### src/rtl/cpu_consts_pkg.sv
// cpu_consts: region nibbles, reset PC, bubble word and fetch state encoding
package cpu_consts;
  localparam logic [3:0] REGION_BIOS = 4'h4;
  localparam logic [3:0] REGION_IMEM = 4'h1;
  localparam logic [31:0] NOP_INSTR = 32'h0000_0000;
  localparam logic [31:0] RESET_PC = 32'h4000_0000;
  typedef enum logic {LIVE, HELD} fetch_state_t;
endpackage

### src/rtl/fetch_region_decode.sv
// fetch_region_decode: maps PC[31:28] to a BIOS select and an out-of-region fault
module fetch_region_decode import cpu_consts::*; (
  input  logic [3:0] region,
  output logic       bios_sel,
  output logic       fetch_err
);
  assign bios_sel = region == REGION_BIOS;
  assign fetch_err = !bios_sel && region != REGION_IMEM;
endmodule

### src/rtl/fetch_stage.sv
// fetch_stage: drives BIOS/IMEM addresses from PC_IF and registers the IF/ID boundary
module fetch_stage import cpu_consts::*; #(
  parameter int BIOS_AW = 12,
  parameter int IMEM_AW = 14,
  parameter logic [31:0] NOP_INSTR = cpu_consts::NOP_INSTR
) (
  input  logic               CLK,
  input  logic               RST,
  input  logic [31:0]        PC_IF,
  input  logic               STALL,
  input  logic               FLUSH,
  output logic [31:0]        PC_4,
  output logic [BIOS_AW-1:0] BIOS_ADDR,
  output logic [IMEM_AW-1:0] IMEM_ADDR,
  input  logic [31:0]        BIOS_DOUT,
  input  logic [31:0]        IMEM_DOUT,
  output logic [31:0]        ID_PC,
  output logic [31:0]        ID_PC_4,
  output logic [31:0]        ID_INSTR,
  output logic               ID_VALID,
  output logic               ID_FETCH_ERR
);
  fetch_state_t state, state_next;
  logic region_sel, fetch_err, bios_sel, pc_err;
  logic [31:0] hold_instr, dout;
  fetch_region_decode u_decode (
    .region(PC_IF[31:28]),
    .bios_sel(bios_sel),
    .fetch_err(pc_err)
  );
  assign PC_4 = PC_IF + 32'd4;
  assign BIOS_ADDR = PC_IF[BIOS_AW+1:2];
  assign IMEM_ADDR = PC_IF[IMEM_AW+1:2];
  assign ID_PC_4 = ID_PC + 32'd4;
  assign ID_FETCH_ERR = fetch_err & ID_VALID;
  assign dout = region_sel ? BIOS_DOUT : IMEM_DOUT;
  // RAM data only matches ID_PC in the cycle after capture, so a stall must latch it
  assign ID_INSTR = !ID_VALID ? NOP_INSTR : state == HELD ? hold_instr : dout;
  always_comb begin
    state_next = STALL && !FLUSH ? HELD : LIVE;
  end
  always_ff @(posedge CLK) begin
    state <= RST ? LIVE : state_next;
  end
  always_ff @(posedge CLK) begin
    if (RST) begin
      ID_PC <= 32'd0;
      ID_VALID <= 1'b0;
      region_sel <= 1'b1;
      fetch_err <= 1'b0;
      hold_instr <= NOP_INSTR;
    end else if (FLUSH) begin
      ID_PC <= PC_IF;
      ID_VALID <= 1'b0;
      fetch_err <= 1'b0;
    end else if (STALL) begin
      if (state == LIVE) hold_instr <= dout;
    end else begin
      ID_PC <= PC_IF;
      ID_VALID <= 1'b1;
      region_sel <= bios_sel;
      fetch_err <= pc_err;
    end
  end
endmodule
### config.mk
export PLATFORM = sky130hd
export DESIGN_NAME = fetch_stage
export DESIGN_NICKNAME = d
export VERILOG_FILES = /design/src/rtl/cpu_consts_pkg.sv /design/src/rtl/fetch_region_decode.sv /design/src/rtl/fetch_stage.sv
export SDC_FILE = /design/constraint.sdc
export NUM_CORES = 1
export LEC_CHECK = 0
export ABC_AREA = 1
export CORE_MARGIN = 1.5
export CORE_UTILIZATION = 40
export CTS_CLUSTER_SIZE = 30
export DETAILED_ROUTE_END_ITERATION = 6
export HOLD_SLACK_MARGIN = 0.1
export PLACE_DENSITY_LB_ADDON = 0.05
export SLEW_MARGIN = 25
export SYNTH_ARGS = -nofsm -noshare
export SYNTH_HDL_FRONTEND = slang
export SYNTH_HIERARCHICAL = 1
export SYNTH_SLANG_ARGS = --single-unit
### constraint.sdc
create_clock -name CLK -period 2.5 [get_ports CLK]
set_clock_uncertainty 0.15 [all_clocks]
set_input_delay 0.375 -clock CLK [delete_from_list [all_inputs] [get_ports CLK]]
set_output_delay 0.375 -clock CLK [all_outputs]
set_load 0.03 [all_outputs]
== Word-level counts from Yosys, hierarchy flattened ==
Cells that the tools add are included.
Word-level totals
  register bits after elaboration: 68
  output and inout bits: 156
  word-level logic and storage cells: 27
Cells by class
  add/sub/neg operators: 2
  equality and inequality tests: 3
  mux-type cells: 6
  bitwise operators: 3
  reduce and logical (&&, ||, !) cells: 7
Operators by type and width (number)
  two-way mux 32 bit: 5
  adder 32 x 3 -> 32 bit, second input constant: 2
  == test 4 x 3 -> 1 bit, second input constant: 1
  inequality test 4 x 1 -> 1 bit, second input constant: 1
  AND reduction 2 bit: 2
  logical AND 1 bit: 2
  logical NOT 1 bit: 2
  inequality test 2 x 1 -> 1 bit, second input constant: 1
  inverter 1 bit: 2
  OR reduction 2 bit: 1
  AND 1 bit: 1
  two-way mux 1 bit: 1

== Logic depth before layout (Yosys ltp) ==
Gate-level depths: netlist (run 1).
  depth in word-level cells: 3
  gate-level depth with buffers: 8

== By module ==
The synthesis (run 1) kept the hierarchy.
By module, submodules not included
  fetch_stage: times used 1, cells an instance 809, area an instance 4963.5 µm²
  fetch_region_decode: times used 1, cells an instance 10, area an instance 40.0 µm²

== Worst setup path before layout (run 1) ==
OpenSTA, ideal clock, no wires.
  path kind: reg2out
  start: reg ID_PC[3]
  end: out ID_PC_4[16]
  arrival time: 1783 ps
  data required time: 1975 ps
  path slack: 192 ps
  cell stages (with the launch flop): 7
  buffers on the path: 0
  path through: dfxtp_1 ha_1 nand2_1 nor2_4 nand2_1 nor2_2 xor2_1
Between the ends
  cells in the longest elaborated chain, start to end: 1
RTL lines
  from (decl): RTL line fetch_stage.sv:17  | output logic [31:0] ID_PC,
  from (signal assigned): RTL line fetch_stage.sv:47  | ID_PC <= 32'd0;
  from (signal assigned): RTL line fetch_stage.sv:53  | ID_PC <= PC_IF;
  from (signal assigned): RTL line fetch_stage.sv:59  | ID_PC <= PC_IF;
  adder 32 x 3 -> 32 bit: RTL line fetch_stage.sv:34  | assign ID_PC_4 = ID_PC + 32'd4;
  to (decl): RTL line fetch_stage.sv:18  | output logic [31:0] ID_PC_4,
Every way passes these cells.

== Worst setup path after layout (run 1) ==
  start: in PC_IF[21]
  end: out PC_4[30]
Between the ends
  cells in the longest elaborated chain, start to end: 1
RTL lines
  from (decl): RTL line fetch_stage.sv:9  | input logic [31:0] PC_IF,
  adder 32 x 3 -> 32 bit: RTL line fetch_stage.sv:31  | assign PC_4 = PC_IF + 32'd4;
  to (decl): RTL line fetch_stage.sv:12  | output logic [31:0] PC_4,
Every way passes these cells.

==> results of run 1 <==
-- power by group through the flow --
| stage | Combinational, mW | Clock [mW] | Sequential, mW |
|---|---|---|---|
| floorplan | 0.613 | 0 | 1.31 |
| global placement | 1.27 | 0 | 1.24 |
| detailed placement | 1.28 | 0 | 1.24 |
| CTS | 1.26 | 1.28 | 1.22 |
| global route | 1.34 | 1.32 | 1.23 |
| finish | 1.25 | 1.26 | 1.22 |
-- worst max-delay path, stage by stage --
cell and delay, ps:
clkdlybuf4s50_1 590, nand2_1 120, nor2_2 190, nand2_1 80, nor2_1 170, nand2_1 70
nand2_1 60, nand2_1 100, buf_12 160
-- cells in the mapped netlist --
cell type	n	share of area
a21oi_1	44	0.044
and2_1	4	0.0050
buf_2	14	0.014
buf_4	35	0.053
buf_6	1	0.0023
clkbuf_1	16	0.012
dfxtp_1	68	0.27
ha_1	2	0.0050
inv_1	42	0.032
inv_2	3	0.0023
nand2_1	230	0.17
nand2_2	5	0.0063
nand2_4	3	0.0068
nand3_1	47	0.047
nand3b_1	14	0.021
nand4_1	1	0.0013
nor2_1	139	0.10
nor2_2	7	0.0088
nor2_4	14	0.032
nor2_8	2	0.0080
o21ai_0	88	0.088
o21ai_1	10	0.010
xnor2_1	9	0.016
xor2_1	20	0.035
xor2_2	1	0.0033
-- flip-flops by register name (all words and copies together), names as in the netlist --
| name | cells |
|---|---|
| hold_instr | 32 |
| fetch_err | 1 |
| state | 1 |
| ID_VALID | 1 |
| ID_PC | 32 |
| region_sel | 1 |
-- cell families (layout without fill, tap and decap cells) --
logic type / Yosys count / count (layout) / synth area share
simple gates: 466 / 466 / 0.4124
fa+ha+maj: 2 / 2 / 0.005000
buf+inv: 111 / 366 / 0.1145
xor+xnor: 30 / 30 / 0.05402
compound gates: 142 / 142 / 0.1420
flops: 68 / 68 / 0.2721
-- final timing paths --
kind	endpoint	slack [ps]	cells after the start
max	PC_4[30]	80	9
min	ID_PC[7]	310	3
max reg2reg	hold_instr[30]	1240	5
min reg2reg	fetch_err	320	2
-- placed cells by master (no fill, tap or decap), drive strengths merged --
cell type,count
nand2,238
inv,44
nand3,47
xnor2,9
dlymetal6s2s,16
clkbuf,19
ha,2
xor2,21
clkinv,5
buf,87
and2,4
a21oi,44
clkdlybuf4s15,2
bufinv,1
dfxtp,68
o21ai,98
nand4,1
clkinvlp,1
nor2,162
clkdlybuf4s50,162
dlygate4sd2,29
nand3b,14
-- per-layer routing --
layer	vias to the layer above	track usage	wire length, µm	part of all wire
met2	202	0.3992	7646	0.46
met1	2629	0.3222	7709	0.46
met4	0	0.07654	237	0.014
met3	17	0.06168	1186	0.071
li1	3088	-	-	-
met5	-	0	0	0
-- stage by stage --
step                hold slack (ps)  utilization  power, mW  TNS [ps]
CTS                           324.3       0.6644      3.759         0
global route                  355.8       0.6706      3.899    -51.68
global placement              299.2       0.6434      2.512         0
finish                        311.9       0.6706      3.735         0
floorplan                     285.7            -      1.925         0
detailed placement            316.3       0.6434      2.520    -2.141
-- repair_timing --
| item | 4_1_cts | 5_1_grt |
|---|---|---|
| buffers inserted | 0 | 2 |
| resized for setup | 43 | 50 |
| pin swaps | 0 | 6 |
| endpoints found under the setup margin | 47 | 47 |
-- cell type report --
class,count,area [µm²]
clock buffers,10,229.0
clock inverters,6,65.06
fillers,1118,3990
inverters,45,168.9
multi-input cells,640,3124
flip-flops and latches,68,1364
well taps,168,210.2
repair buffers,305,2960
==> flow_metrics.tcl, run 1 <==
set metrics [dict create \
    dpl-instance-area_um2 7792 \
    final_area_um2 8122 \
    hpwl_um 12960 \
    fmax_ghz 0.4132 \
    grt_max_degree 105 \
    intPower_mw 2.476 \
    cts_buffer_depth 2 \
    crit_start "PC_IF[21]" \
    status "finished, final reports clean" \
    synth.ff_latch_count 68 \
    worst_slew_pin_slew_ps 865.8 \
    dieHeight_um 114.8 \
    final_cells 1242 \
    wl_um 16780 \
    cts_tree "built" \
    grt_first_pass_wirelength_um 25980 \
    setup_viol 0 \
    drtIter0Drc 337 \
    timing.rr.start "state" \
    ios 256 \
    syn_area_um2 5004 \
    start_util 0.4131 \
    maxCapViolCount 0 \
    crit_arrival_ps 1900 \
    place_congestion 0.9279 \
    antenna_found_initial 0 \
    core_area_um2 12110 \
    hold_path_class "input pin to flip-flop" \
    timing.slew.headroom 0.4222 \
    grtUsageTotal 0.2460 \
    die_area_um2 13190 \
    viasPerCell 4.779 \
    finalHoldViolations 0 \
    layout.nets 1171 \
    vias 5936 \
    maxSlewViolCount 0 \
    ir_drop_mv 0.6615 \
    htreeDepth 3 \
    pwr-share-seq 0.327 \
    cp-end-kind "primary output" \
    cts_sinks 68 \
    wl_per_cell_um 13.51 \
    ys_seq_area_frac 0.2721 \
    dp.cells 1224 \
    num_antenna_cells 0 \
    drc 0 \
    final.min_clock_period_ps 2420 \
    drtAntennaViolNets 0 \
    yosysWarnings 6 \
    fin_ws_ps 79.91 \
    portBuffers 255 \
    p_clk_frac 0.337 \
    drive_gt1_frac 0.1462 \
    switching_share 0.3369 \
    hold_buffers 0 \
    comb_power_share 0.336 \
    period_share 0.9680 \
    clock_latency_ps 330 \
    crit_fanout 6 \
    power.density_nw_per_um2 459.9 \
    drtPass1Iterations 5 \
    syn_to_final_growth_pct 62.32 \
    critPathKind "input pin to primary output" \
    clk_pin_slew_ps 60 \
    die_w_um 114.8 \
    p_sw_mw 1.258 \
    cts_inserted_buffers 9 \
    synth.distinct_cells 25 \
    synth_cells 819 \
    rows 40 \
    grt_pass1_vias 5373 \
    dp_slack_ps -2.141 \
    hp-start "PC_IF[7]" \
    clockRootBuffer "clkbuf_16" \
    syn_nets 921 \
    power.leakage_nw 3.919 \
    startpoint_type "input pin" \
    worstPathRequired_ps 1980 \
    overflow 0 \
    postSynthAreaPerCell_um2 6.109 \
]
No activity file was read; power rests on OpenSTA's default activity.
==> inputs of run 2 (changes only) <==
- CAP_MARGIN: default -> 20
- CTS_CLUSTER_SIZE: 30 -> default
- clock period: 2.5 -> 2.25 ns (I/O delays scaled with it)
==> flow_metrics.tcl, run 2 (synthesized netlist as in run 1, its figures left out) <==
set metrics [dict create \
    pwr-share-seq 0.312 \
    power.leakage_nw 3.946 \
    drtAntennaViolNets 0 \
    final_common_cell "nand2_1" \
    fillers 1100 \
    status "complete, but fails checks" \
    p_clk_frac 0.362 \
    grt_pass1_vias 5429 \
    num_antenna_cells 0 \
    grt_first_pass_wirelength_um 26700 \
    cp_top_family "simple AND/OR/NAND/NOR gates" \
    maxSlewViolCount 0 \
    startpoint_type "flip-flop" \
    setup_viol 2 \
    place_congestion 0.9031 \
    fin_ws_ps -9.300 \
    slowest_stage "dfxtp_2" \
    critPathKind "flip-flop to primary output" \
    largestRegisters "ID_PC x32, hold_instr x32" \
    wl_per_cell_um 13.85 \
    vias 6068 \
    p_sw_mw 1.436 \
    finalHoldViolations 0 \
    ir_drop_mv 0.2983 \
    portBuffers 255 \
    crit_arrival_ps 1770 \
    htreeDepth 3 \
    comb_power_share 0.326 \
    cts_buffer_depth 2 \
    antenna_found_initial 0 \
    layout.nets 1191 \
    core_area_um2 12110 \
    die_area_um2 13190 \
    clk_pin_slew_ps 60 \
    drive_gt1_frac 0.2413 \
    final.min_clock_period_ps 2259 \
    cts_inserted_buffers 9 \
    regArea_um2 1384 \
    clockRootBuffer "clkbuf_16" \
    viasPerCell 4.808 \
    dieHeight_um 114.8 \
    hold_path_class "input pin to flip-flop" \
    drtIter0Drc 316 \
    grt_max_degree 105 \
    final_cell_mix "nand2_1, clkdlybuf4s50_1, buf_4, nor2_1, o21ai_0" \
    fmax_ghz 0.4426 \
    switching_share 0.3267 \
    multiInputGateArea_um2 3242 \
    utilization 0.6971 \
    rows 40 \
    die_w_um 114.8 \
    crit_fanout 4 \
    worst-path-buf-inv 2 \
    final_cells 1262 \
    timing.slew.headroom 0.6785 \
    cts_sinks 68 \
    rsz0062_at_grt "yes" \
    worstPathRequired_ps 1760 \
    overflow 0 \
    hpwl_um 13160 \
    drtPass1Iterations 5 \
    start_util 0.4131 \
    syn_to_final_growth_pct 68.74 \
    clock_latency_ps 340 \
    drc 0 \
    power.density_nw_per_um2 520.8 \
    cp-end-kind "primary output" \
    critPathMaxStageDelay_ps 340 \
    maxCapViolCount 0 \
    period_share 1.004 \
    cts_tree "built" \
    p_total_mw 4.397 \
    wl_um 17480 \
    intPower_mw 2.960 \
    violations "setup timing" \
    worst_slew_pin_slew_ps 481.7 \
    dp.cells 1238 \
    grtUsageTotal 0.2561 \
    ios 256 \
    crit_chain "buf_6 -> ha_4 -> nand2_4 -> nor2_4 -> nand2_4 -> nor2_4 -> nand2_2 -> nand2_2 -> nand2_2 -> buf_6" \
    crit_top_cell "nand2_2" \
]
==> run 2: cell type report <==
type | instances | share of cell area
Tap cell | 168 | 0.02490
Sequential cell | 68 | 0.1639
Timing Repair Buffer | 325 | 0.3680
Inverter | 45 | 0.02030
Multi-Input combinational cell | 640 | 0.3840
Clock buffer | 13 | 0.03082
Clock inverter | 3 | 0.008151
==> run 2: routing by layer <==
layer  vias to the layer above  track usage  wire (µm)
met5                         -            0          0
met4                         0      0.08148        247
met3                        19      0.06589       1285
met2                       208       0.4194       8088
met1                      2712       0.3303       7862
li1                       3129            -          -
==> run 2: timing repair <==
action,in CTS,in global routing
gates resized for setup,41,61
setup buffers,4,4
hold buffers,0,0
pin swaps,13,17
setup endpoints to repair,41,69
==> run 2: final timing paths <==
check / start / endpoint / slack (ps) / cells after the start
setup / recovery: ID_PC[2] / ID_PC_4[26] / -9 / 10
hold / removal: PC_IF[26] / ID_PC[26] / 250 / 3
setup reg to reg: region_sel / hold_instr[24] / 920 / 5
hold reg to reg: fetch_err / fetch_err / 320 / 2
==> run 2: through the flow <==
step                      cell area, µm²  hold slack [ps]  setup TNS [ps]  worst slack, ps
after detailed placement            7828            312.9           -1434           -142.1
after floorplan                     5019            278.4               0            2.752
after global placement              7828            305.5           -1050           -139.5
after CTS                           8255            323.9          -66.91           -35.22
after global routing                8443            252.5          -627.9           -91.38
final                               8443            249.4          -13.98           -9.300
==> run 2: tightest hold or removal path: stages <==
cell and delay, ps:
dlymetal6s2s_1 170, inv_1 120, a21oi_1 70
==> run 2: power by group through the flow <==
stage                     sequential (mW)  combinational, mW  clock, mW
after detailed placement             1.39               1.41          0
final                                1.37               1.43       1.59
after floorplan                      1.46              0.681          0
after global routing                 1.39               1.53       1.67
after global placement               1.39               1.41          0
after CTS                            1.37               1.42       1.61
==> inputs of run 3 (changes only) <==
- PLACE_DENSITY: default -> 0.82
- PLACE_DENSITY_LB_ADDON: 0.05 -> default
==> flow_metrics.tcl, run 3 (synthesized netlist as in run 1, its figures left out) <==
set metrics [dict create \
    status "finished, final reports clean" \
    timing.slew.headroom 0.6835 \
    portBuffers 255 \
    final_common_cell "nand2_1" \
    maxCapViolCount 0 \
    cp-end-kind "primary output" \
    vias 6213 \
    rows 40 \
    dpl-instance-area_um2 7895 \
    crit_fanout 4 \
    period_share 0.9837 \
    syn_to_final_growth_pct 69.12 \
    layout.nets 1197 \
    start_util 0.4131 \
    power.density_nw_per_um2 491.0 \
    dieHeight_um 114.8 \
    regArea_um2 1401 \
    grt_max_degree 68 \
    worstPathRequired_ps 1760 \
    startpoint_type "flip-flop" \
    final_area_um2 8462 \
    crit_chain "ha_4 -> nand2_4 -> nor2_4 -> nand2_4 -> nor2_4 -> xor2_1 -> buf_4" \
    clockRootBuffer "clkbuf_16" \
    grt_pass1_vias 5715 \
    grtUsageTotal 0.2747 \
    htreeDepth 3 \
    setup_viol 0 \
    final_cell_mix "nand2_1, clkdlybuf4s50_1, buf_4, nor2_1, o21ai_0" \
    die_area_um2 13190 \
    drtAntennaViolNets 0 \
    drc 0 \
    ios 256 \
    fillers 1037 \
    power.leakage_nw 3.921 \
    die_w_um 114.8 \
    final.min_clock_period_ps 2213 \
    overflow 0 \
    critPathMaxStageDelay_ps 370 \
    grt_first_pass_wirelength_um 28990 \
    core_area_um2 12110 \
    hold_path_class "flip-flop to flip-flop" \
    maxSlewViolCount 0 \
    ir_drop_mv 0.4580 \
    wl_per_cell_um 14.58 \
    critPathKind "flip-flop to primary output" \
    cts_inserted_buffers 9 \
    antenna_found_initial 0 \
    viasPerCell 4.904 \
    cts_tree "built" \
    cts_sinks 68 \
    drtPass1Iterations 5 \
    fmax_ghz 0.4518 \
    hold_buffers 0 \
    worst_slew_pin_slew_ps 474.3 \
    drtIter0Drc 482 \
    clk_pin_slew_ps 60 \
    clock_latency_ps 330 \
    num_antenna_cells 0 \
    largestRegisters "ID_PC x32, hold_instr x32" \
    multiInputGateArea_um2 3237 \
    finalHoldWorstSlack_ps 312.3 \
    wl_um 18470 \
    slowest_stage "dfxtp_4" \
    hpwl_um 14120 \
    rsz0062_at_grt "yes" \
    cts_buffer_depth 2 \
    place_congestion 0.9782 \
    finalHoldViolations 0 \
    drive_gt1_frac 0.2475 \
    crit_arrival_ps 1730 \
]
[run 3: final cells by class]
class                           count  share of cell area
Timing Repair Buffer              331              0.3742
Clock inverter                      4            0.002957
Multi-Input combinational cell    640              0.3825
Inverter                           45             0.01996
Sequential cell                    68              0.1656
Tap cell                          168             0.02484
Clock buffer                       11             0.02987
[run 3: critical path, delay by kind of cell (launching register included)]
kind | cells | cell delay (ps)
AND/OR/NAND/NOR | 4 | 470
flip-flops | 1 | 370
buffers and inverters | 1 | 200
XOR/XNOR | 1 | 190
adder cells (fa/ha/maj) | 1 | 170
[run 3: routing by layer]
metal,vias up,global-route usage,share of wire
li1,3143,-,-
met1,2820,0.3663,0.45
met2,230,0.4528,0.48
met3,20,0.04955,0.056
met4,0,0.08395,0.019
met5,-,0,0
[run 3: worst paths after layout]
path,start,cells after the start,endpoint,slack (ps)
hold / removal,fetch_err,2,fetch_err,310
setup / recovery,ID_PC[3],7,ID_PC_4[12],40
setup reg to reg,state,5,hold_instr[22],910
hold reg to reg,fetch_err,2,fetch_err,310
[run 3: where the power goes]
group          switching (mW)  leakage (nW)  internal, mW
Clock                   0.522         0.133         0.795
Combinational           0.817          3.22         0.646
Sequential             0.0809         0.570          1.29
Total                    1.42          3.92          2.73
[run 3: through the flow]
step | setup slack, ps | cells | power (mW) | utilization | TNS, ps
2_1_floorplan | 2.752 | 819 | 2.140 | - | 0
3_3_place_gp | -139.7 | 1245 | 2.815 | 0.6519 | -1818
3_5_place_dp | -161.6 | 1245 | 2.831 | 0.6519 | -2381
4_1_cts | 1.522 | 1261 | 4.164 | 0.6817 | 0
5_1_grt | -16.45 | 1267 | 4.350 | 0.6987 | -91.38
6_report | 36.62 | 1267 | 4.155 | 0.6987 | 0
[run 3: what timing repair did]
item / in CTS / in global routing
buffers inserted: 1 / 6
pin swaps: 8 / 21
resized for setup: 43 / 67
setup endpoints to repair: 51 / 51
